--- config.mk ---
export PLATFORM = sky130hd
export DESIGN_NAME = async_fifo_rd_stream
export DESIGN_NICKNAME = d
export VERILOG_FILES = /design/src/rtl/async_fifo_rd_stream.sv
export SDC_FILE = /design/constraint.sdc
export NUM_CORES = 1
export LEC_CHECK = 0
export ABC_AREA = 1
export BUFFER_PORTS_ARGS = -buffer_cell sky130_fd_sc_hd__buf_2
export CAP_MARGIN = 20
export CORE_MARGIN = 4
export CORE_UTILIZATION = 55
export CTS_CLUSTER_DIAMETER = 80
export DETAILED_ROUTE_END_ITERATION = 12
export GPL_ROUTABILITY_DRIVEN = 1
export PLACE_DENSITY = 0.87
export SYNTH_ARGS = -nofsm -noshare
export SYNTH_HDL_FRONTEND = slang
export SYNTH_SLANG_ARGS = --single-unit
--- constraint.sdc ---
create_clock -name clk -period 3.95 [get_ports clk]
set_clock_uncertainty 0.2 [all_clocks]
set_input_delay 0.1975 -clock clk [delete_from_list [all_inputs] [get_ports clk]]
set_output_delay 0.1975 -clock clk [all_outputs]
set_load 0.02 [all_outputs]
--- src/rtl/async_fifo_rd_stream.sv ---
// Read-side adapter for a show-ahead asynchronous FIFO. Pops words into a
// 2-entry output buffer and presents them on a valid/ready stream. The pop
// decision never looks at m_ready, so there is no combinational path from
// the sink back to the FIFO. A wrapping counter tracks completed transfers.
module async_fifo_rd_stream #(
    parameter int unsigned DATA_WIDTH = 8,
    parameter int unsigned CNT_WIDTH  = 16
) (
    input  logic                  clk,
    input  logic                  reset_n,
    input  logic [DATA_WIDTH-1:0] fifo_rdata,
    input  logic                  fifo_rempty,
    output logic                  fifo_ren,
    input  logic                  flush,
    output logic                  m_valid,
    input  logic                  m_ready,
    output logic [DATA_WIDTH-1:0] m_data,
    output logic [CNT_WIDTH-1:0]  beat_cnt
);

    logic [1:0]            count_q, count_d;
    logic                  run_q, run_d;
    logic [DATA_WIDTH-1:0] buf0_q, buf0_d;
    logic [DATA_WIDTH-1:0] buf1_q, buf1_d;
    logic [CNT_WIDTH-1:0]  beat_cnt_q, beat_cnt_d;
    logic                  pop;
    logic                  take;

    // Pop/take qualifiers: pop uses only registered state plus FIFO/flush inputs
    always_comb begin
        pop  = run_q && !flush && !fifo_rempty && (count_q < 2'd2);
        take = (count_q != 2'd0) && m_ready;
    end

    // Next-state for the buffer, occupancy, run flag and transfer counter
    always_comb begin
        count_d    = count_q;
        buf0_d     = buf0_q;
        buf1_d     = buf1_q;
        beat_cnt_d = beat_cnt_q;
        run_d      = 1'b1;

        unique case ({pop, take})
            2'b10: begin
                if (count_q == 2'd0) begin
                    buf0_d = fifo_rdata;
                end else begin
                    buf1_d = fifo_rdata;
                end
                count_d = count_q + 2'd1;
            end
            2'b01: begin
                buf0_d  = buf1_q;
                count_d = count_q - 2'd1;
            end
            // pop implies count < 2 and take implies count != 0, so count is 1:
            // the incoming word replaces the departing head directly.
            2'b11: begin
                buf0_d = fifo_rdata;
            end
            default: begin
            end
        endcase

        if (take) begin
            beat_cnt_d = beat_cnt_q + 1'b1;
        end

        if (flush) begin
            count_d = 2'd0;
        end
    end

    // State registers with asynchronous active-low reset
    always_ff @(posedge clk or negedge reset_n) begin
        if (!reset_n) begin
            count_q    <= '0;
            run_q      <= 1'b0;
            buf0_q     <= '0;
            buf1_q     <= '0;
            beat_cnt_q <= '0;
        end else begin
            count_q    <= count_d;
            run_q      <= run_d;
            buf0_q     <= buf0_d;
            buf1_q     <= buf1_d;
            beat_cnt_q <= beat_cnt_d;
        end
    end

    // Output drive: everything except fifo_ren comes straight from flops
    always_comb begin
        fifo_ren = pop;
        m_valid  = (count_q != 2'd0);
        m_data   = buf0_q;
        beat_cnt = beat_cnt_q;
    end

endmodule

**Word-level counts from Yosys, hierarchy flattened**

Index checks and enable logic that the tools add are counted.

- Add/sub/neg operators: 3
- Magnitude comparators: 1
- Equal/unequal tests: 4
- Multiplexer cells: 4
- Bitwise gates (word level): 1
- Reduce and logical (&&, ||, !) cells: 12

Operator list:

| operator | count |
|---|---|
| 8-bit case mux with 3 select lines | 1 |
| 16-bit by 1-bit adder with 16-bit output (second input constant) | 1 |
| 8-bit two-way mux | 1 |
| 3-bit nonzero test | 2 |
| 2-bit == test (second input constant) | 2 |
| 1-bit logical AND | 4 |
| 2-bit case mux with 2 select lines | 1 |
| 2-bit AND reduction | 2 |
| 2-bit by 1-bit adder with 2-bit output (second input constant) | 1 |
| 2-bit by 1-bit == test with 1-bit output (second input constant) | 1 |
| 1-bit logical NOT | 2 |
| 2-bit logical NOT | 1 |
| 2-bit less-than comparator (second input constant) | 1 |
| 2-bit two-way mux | 1 |
| 2-bit inequality test (second input constant) | 1 |
| 2-bit nonzero test | 1 |
| 2-bit by 1-bit subtractor with 2-bit output (second input constant) | 1 |
| 1-bit NOT | 1 |

- Register bits after elaboration: 35
- Bits of input ports: 13
- Output and inout port bits: 26
- Logic and storage cells: 30

**Logic depth before layout (Yosys ltp)**

Gate-level depths: netlist (run 1).

- Word-level depth: 7
- Gate-level depth with buffers: 9
- Depth with buffers taken out: 8

**Least setup slack after synthesis (run 1)**

No wires, ideal clock.

- Path type: register to register
- Start point: reg beat_cnt_q[0] (netlist: beat_cnt[0])
- End point: reg beat_cnt_q[8] (netlist: beat_cnt[8])
- Library setup time: 0.127 ns
- Data arrival time: 1.247 ns
- Data required time: 3.623 ns
- Path slack: 2.376 ns
- Cell stages (with the launch flop): 8
- Path buffers: 0
- Period minus slack after synthesis: 1.574 ns
- Cell sequence: dfrtp_1 -> ha_1 -> inv_1 -> nor2_1 -> nand2_1 -> xor2_1 -> nand2_1 -> o21ai_0

- Word-level cells in the longest chain between the ends: 1

RTL lines:

| what | line | source |
|---|---|---|
| start: declaration | 25 | `logic [CNT_WIDTH-1:0] beat_cnt_q, beat_cnt_d;` |
| start signal: assignment | 87 | `beat_cnt_q <= beat_cnt_d;` |
| 16-bit by 1-bit adder with 16-bit output | 66 | `beat_cnt_d = beat_cnt_q + 1'b1;` |

Every way passes these cells.
A chain may end at the register's enable or synchronous reset.

**Final worst setup path (run 1)**

- Start point: in flush
- End point: out fifo_ren

- Word-level cells in the longest chain between the ends: 4

RTL lines:

| what | line | source |
|---|---|---|
| start: declaration | 14 | `input logic flush,` |
| 1-bit logical NOT | 31 | `pop = run_q && !flush && !fifo_rempty && (count_q < 2'd2);` |
| 1-bit logical AND (3 in series) | 31 |  |
| end: declaration | 13 | `output logic fifo_ren,` |

Every way passes these cells.

==> reports/metrics.yaml, run 1 <==
synth_top_family_by_area: "simple AND/OR/NAND/NOR gates"
nNetsFinal: 287
die-width_um: 66.2
rows: 20
dp_hpwl_um: 2600
worst_setup_path_end_kind: "primary output"
rsz0062_at_grt: "false"
synth_seq_area_share_pct: 47.0
layout_commonest_cell: "nand2_1"
yosys.area_share.simple_pct: 30.2
cts_made_buffers: 5
status: "finished, final reports clean"
drt.antenna.violating_nets: 0
syn_inst: 222
root_buffer: "clkbuf_4"
cp.required_ns: 3.55
syn_avg_cell_area_um2: 8.39
drt_iter0_drc: 106
hold_path_class: "primary input to flip-flop"
clk_latency_ns: 0.35
timing.max_cap.violations: 0
fmax_mhz: 553
antenna_found_initial: 0
cp_common_cell: "buf_2"
drc: 0
postCtsSetupBuffers: 0
die_area_um2: 4380
syn-cell-area_um2: 1860
fin_tns_setup_ns: 0
holdWs_ns: 0.0211
setup_ws_ns: 2.14
worst-setup-path-type: "primary input to primary output"
setup_viol: 0
final.min_clock_period_ns: 1.81
fillers: 248
path_clk_slew_ns: 0.10
first_pass_iters: 4
slew_headroom_pct: 49.1
routedWlPerCell_um: 11.7
area_growth_pct: 20.6
synth_top_area_share_pct: 47.0
final_cell_mix: "nand2_1, buf_2, dfrtp_1, inv_1, nor2_1"
crit_path_max_incr_delay_ns: 0.53
route.vias.total: 1537
cts_buffer_depth: 2
grt_pass1_wl_um: 6420
yosysTopAreaCell: "dfrtp_1"
die_h_um: 66.2
preCtsSetupSlack_ns: 2.40
vias_per_cell: 4.83
hold_violations: 0
grt_max_degree: 36
antenna_cells: 0
place_congestion: 0.941
grt_pass1_vias: 1453
synth.distinct_cells: 29
yosys.area_share.adder_pct: 0.672
synthesis.nets: 236
tritoncts: "done"
clkSinkCount: 35
synth-seq-cells: 35
power.density_nw_per_um2: 515
gr-usage-all-layers_pct: 19.7
leakagePower_nw: 1.19
critPathArrivalTime_ns: 1.41
synthXorXnorAreaFrac_pct: 3.76
crit_slowest_cell: "dlygate4sd3_1"
cts_max_level: 2
period_share_pct: 45.8
ir_worst_vdd_uv: 334
ios: 39
gr-total-overflow: 0
start_kind: "primary input"
synth_mux_area_share_pct: 0
worstMarginPinSlew_ns: 0.763
initial_core_util_pct: 59.1
ys_top_cells_by_area: "dfrtp_1, nand2_1, o21ai_2, inv_1, o21ai_1"
drive_gt1_share_pct: 26.3
cp_cell_sequence: "dlygate4sd3_1 -> buf_2 -> nor2_1 -> nand3_2 -> clkinv_4 -> buf_2"
fin_util_pct: 71.3
synth_compound_area_share_pct: 10.1
totalWireLength_um: 3710
port_buffers: 38
yosysWarnings: 0
core_um2: 3150
finalMaxSlewViolations: 0
worstPathMaxFanout: 4
==> flip-flops by register name, indices dropped and copies added (netlist names) <==
name / cells
beat_cnt: 16
buf1_q: 8
count_q: 2
m_data: 8
run_q: 1
==> cell families after synthesis <==
family,Yosys count
and+or+nand+nor,118
DFF,35
AOI/OAI and AO/OA,30
buffers and inverters,29
xor gates and xnor gates,8
adders and majority gates,1
other,1
==> path summary, 6_finish.rpt <==
check	from	end	slack [ns]	depth (start not counted)
max	flush	fifo_ren	2.14	6
min	m_ready	count_q[1]$_DFFE_PN0P_	0.02	5
max reg2reg	beat_cnt[0]$_DFFE_PN0P_	beat_cnt[8]$_DFFE_PN0P_	2.37	7
min reg2reg	m_data[7]$_DFFE_PN0P_	m_data[7]$_DFFE_PN0P_	0.29	2
max in group asynchronous	reset_n	buf1_q[0]$_DFFE_PN0P_	2.82	2
min in group asynchronous	reset_n	m_data[7]$_DFFE_PN0P_	0.24	2
==> synthesized netlist by cell type (all sizes together) <==
| cell | n |
|---|---|
| nand2 | 84 |
| dfrtp | 35 |
| o21ai | 30 |
| inv | 24 |
| nor2 | 21 |
| nand3 | 5 |
| xor2 | 5 |
| buf | 4 |
| nand3b | 4 |
| nand4 | 3 |
| xnor2 | 3 |
| clkinv | 1 |
| conb | 1 |
| ha | 1 |
| nor3 | 1 |
==> final cells by class <==
class	instances	area, um^2	area share [%]
inverter	25	104	4.62
multi-input combinational	158	836	37.2
clock inverter	2	35.0	1.56
sequential	35	876	39.0
tap	44	55.1	2.45
timing repair buffer	48	290	12.9
clock buffer	6	51.3	2.28
==> layer usage <==
layer	wire length, um	track usage [%]	vias up
met5	0	0	-
met4	84	10.9	0
met3	190	4.59	9
met2	1710	30.7	34
met1	1730	24.9	693
li1	-	-	801
==> stage by stage <==
stage | area, um^2 | total power, W | cells
floorplan | 1860 | 0.000772 | 222
CTS | 2250 | 0.00116 | 318
finish | 2250 | 0.00116 | 318
global route | 2250 | 0.00123 | 318
detailed placement | 2060 | 0.000884 | 300
global placement | 2060 | 0.000876 | 300
==> power breakdown <==
| part | switching (W) | total [W] | internal, W |
|---|---|---|---|
| registers | 0.0000729 | 0.000522 | 0.000449 |
| logic | 0.000234 | 0.000365 | 0.000131 |
| clock network | 0.000122 | 0.000271 | 0.000149 |
| total | 0.000429 | 0.00116 | 0.000729 |
==> critical path, delay by kind of cell <==
kind / cells / cell delay (ns)
simple gates: 2 / 0.27
buf+inv: 4 / 0.94
==> timing repair <==
action	in CTS	in global routing
endpoints found under the hold margin	45	0
resized for setup	0	0
hold buffers	10	0
(Power assumes the default switching activity.)
==> run 2: changes to the inputs <==
CORE_UTILIZATION = 49   (was 55)
PLACE_DENSITY = 0.83   (was 0.87)
clock period = 1.6 ns   (was 3.95 ns; I/O delays follow)
==> reports/metrics.yaml, run 2 (synthesized netlist as in run 1, its figures left out) <==
status: "finished, final reports clean"  # unchanged
die_area_um2: 4850  # was 4380 um^2
final.min_clock_period_ns: 1.56
finalMaxSlewViolations: 0  # unchanged
reg2reg_depth: 6  # was 7
start_kind: "flip-flop"  # was primary input
drc: 0  # unchanged
fin_tns_setup_ns: 0  # unchanged
final_cell_mix: "nand2_1, buf_2, dfrtp_1, inv_1, nor2_1"  # unchanged
rsz0062_at_grt: "true"  # was false
share_comb_of_total_power_pct: 33.0  # was 31.5%
nNetsFinal: 298  # was 287
power.switching_w: 0.00113  # was 0.000429 W
tritoncts: "done"  # unchanged
r2r_end: "count_q[1]$_DFFE_PN0P_"  # was beat_cnt[8]$_DFFE_PN0P_
critPathArrivalTime_ns: 1.53  # was 1.41 ns
gr-total-overflow: 0  # unchanged
leakagePower_nw: 1.26  # was 1.19 nW
layout_commonest_cell: "nand2_1"  # unchanged
timing.max_cap.violations: 0  # unchanged
sequentialPowerShare_pct: 41.3  # was 45.1%
clkSinkCount: 35  # unchanged
dpl.cell_count: 305  # was 300
antenna_found_initial: 0  # unchanged
p_int_w: 0.00202  # was 0.000729 W
clockPowerShare_pct: 25.7  # was 23.4%
place_congestion: 0.815  # was 0.941
instances_no_fill: 333  # was 318
cts_made_buffers: 5  # unchanged
reg2reg_setup_slack_ns: 0.04  # was 2.37 ns
cp.required_ns: 1.57  # was 3.55 ns
cts_max_level: 2  # unchanged
p_sw_share_pct: 35.8  # was 37.0%
worstPathMaxFanout: 17  # was 4
totalWireLength_um: 4200  # was 3710 um
fin_area_um2: 2440  # was 2250 um^2
period_share_pct: 97.8
ios: 39  # unchanged
path_clk_slew_ns: 0.07  # was 0.10 ns
port_buffers: 38  # unchanged
grt_max_degree: 21  # was 36
grt_pass1_vias: 1440  # was 1453
power.density_nw_per_um2: 1290  # was 515 nW/um^2
drt.antenna.violating_nets: 0  # unchanged
clk_latency_ns: 0.28  # was 0.35 ns
setup_viol: 0  # unchanged
vias_per_cell: 4.98  # was 4.83
hold_violations: 0  # unchanged
drt_iter0_drc: 175  # was 106
routedWlPerCell_um: 12.6  # was 11.7 um
grt_pass1_wl_um: 6570  # was 6420 um
cts_buffer_depth: 2  # unchanged
worst-setup-path-type: "flip-flop to flip-flop"  # was primary input to primary output
drive_gt1_share_pct: 31.9  # was 26.3%
fin_util_pct: 66.7  # was 71.3%
hold_path_class: "primary input to async pin"  # was primary input to flip-flop
antenna_cells: 0  # unchanged
fmax_mhz: 639
rows: 22  # was 20
fillers: 265  # was 248
core_um2: 3660  # was 3150 um^2
die-width_um: 69.7  # was 66.2 um
area_growth_pct: 31.1  # was 20.6%
worst_setup_path_end_kind: "flip-flop"  # was primary output
die_h_um: 69.7  # was 66.2 um
preCtsSetupSlack_ns: 0.0415  # was 2.40 ns
route.vias.total: 1658  # was 1537
place_area_um2: 2090  # was 2060 um^2
gr-usage-all-layers_pct: 16.8  # was 19.7%
setup_ws_ns: 0.0353  # was 2.14 ns
ir_worst_vdd_uv: 712  # was 334 uV
first_pass_iters: 4  # unchanged
dp_hpwl_um: 2790  # was 2600 um
regToRegStartpoint: "count_q[0]$_DFFE_PN0P_"  # was beat_cnt[0]$_DFFE_PN0P_
largest_reg_flops: 16  # unchanged
root_buffer: "clkbuf_8"  # was clkbuf_4
initial_core_util_pct: 50.9  # was 59.1%
==> run 2: cell count changes in the layout (fill, tap and decap cells not counted), moves of 2 or more <==
cell | previous run | this run
clkbuf_4 | 5 | 0
dfrtp_2 | 0 | 2
nor2_4 | 1 | 4
buf_4 | 0 | 7
nor2_1 | 18 | 15
clkbuf_8 | 1 | 6
dfrtp_1 | 35 | 33
==> run 2: cell type report <==
type / count / area [um^2] / area share [%]
clock buffers: 6 / 82.6 / 3.38
clock inverters: 2 / 35.0 / 1.43
inverters: 25 / 104 / 4.25
multi-input cells: 159 / 898 / 36.8
flip-flops and latches: 35 / 878 / 36.0
well taps: 48 / 60.1 / 2.46
repair buffers: 58 / 384 / 15.7
==> run 2: worst max path at each step <==
stage               cells past startpoint  slack, ns                    start                 endpoint
floorplan                               7       0.03  beat_cnt[0]$_DFFE_PN0P_  beat_cnt[8]$_DFFE_PN0P_
global placement                        7       0.08   count_q[1]$_DFFE_PN0P_   count_q[1]$_DFFE_PN0P_
detailed placement                      7       0.04  beat_cnt[0]$_DFFE_PN0P_  beat_cnt[8]$_DFFE_PN0P_
CTS                                     7      0.003   count_q[1]$_DFFE_PN0P_   count_q[1]$_DFFE_PN0P_
global route                            7      -0.07   count_q[1]$_DFFE_PN0P_   count_q[1]$_DFFE_PN0P_
finish                                  6       0.04   count_q[0]$_DFFE_PN0P_   count_q[1]$_DFFE_PN0P_
==> run 2: layer usage <==
layer  up-vias  wire length [um]  GRT usage (%)
li1        829                 -              -
met1       770              1790           22.2
met2        50              2140           26.6
met3         9               214           4.20
met4         0                60           5.96
met5         -                 0              0
==> run 2: critical path, stage by stage (launching register included) <==
cell,delay (ns)
dfrtp_2,0.44
nor2_4,0.25
inv_2,0.09
nand3_4,0.23
nand2_1,0.10
nand2_1,0.08
o21ai_1,0.07
==> run 2: what timing repair did <==
item	CTS	global route
hold buffers	11	0
endpoints found under the hold margin	50	0
setup endpoints to repair	0	23
resized for setup	0	17
setup buffers	0	8
==> run 2: power by group through the flow <==
stage / Sequential [W] / Combinational, W / Clock, W
finish: 0.00130 / 0.00104 / 0.000810
global route: 0.00133 / 0.00113 / 0.000859
CTS: 0.00129 / 0.000929 / 0.000818
detailed placement: 0.00130 / 0.000903 / 0
global placement: 0.00129 / 0.000878 / 0
floorplan: 0.00147 / 0.000439 / 0
==> run 2: per-stage QoR <==
stage / hold WS, ns / total power, W
2_1_floorplan: -0.416 / 0.00191
3_3_place_gp: -0.172 / 0.00217
3_5_place_dp: -0.175 / 0.00221
4_1_cts: 0.0541 / 0.00304
5_1_grt: 0.0721 / 0.00332
6_report: 0.0459 / 0.00315
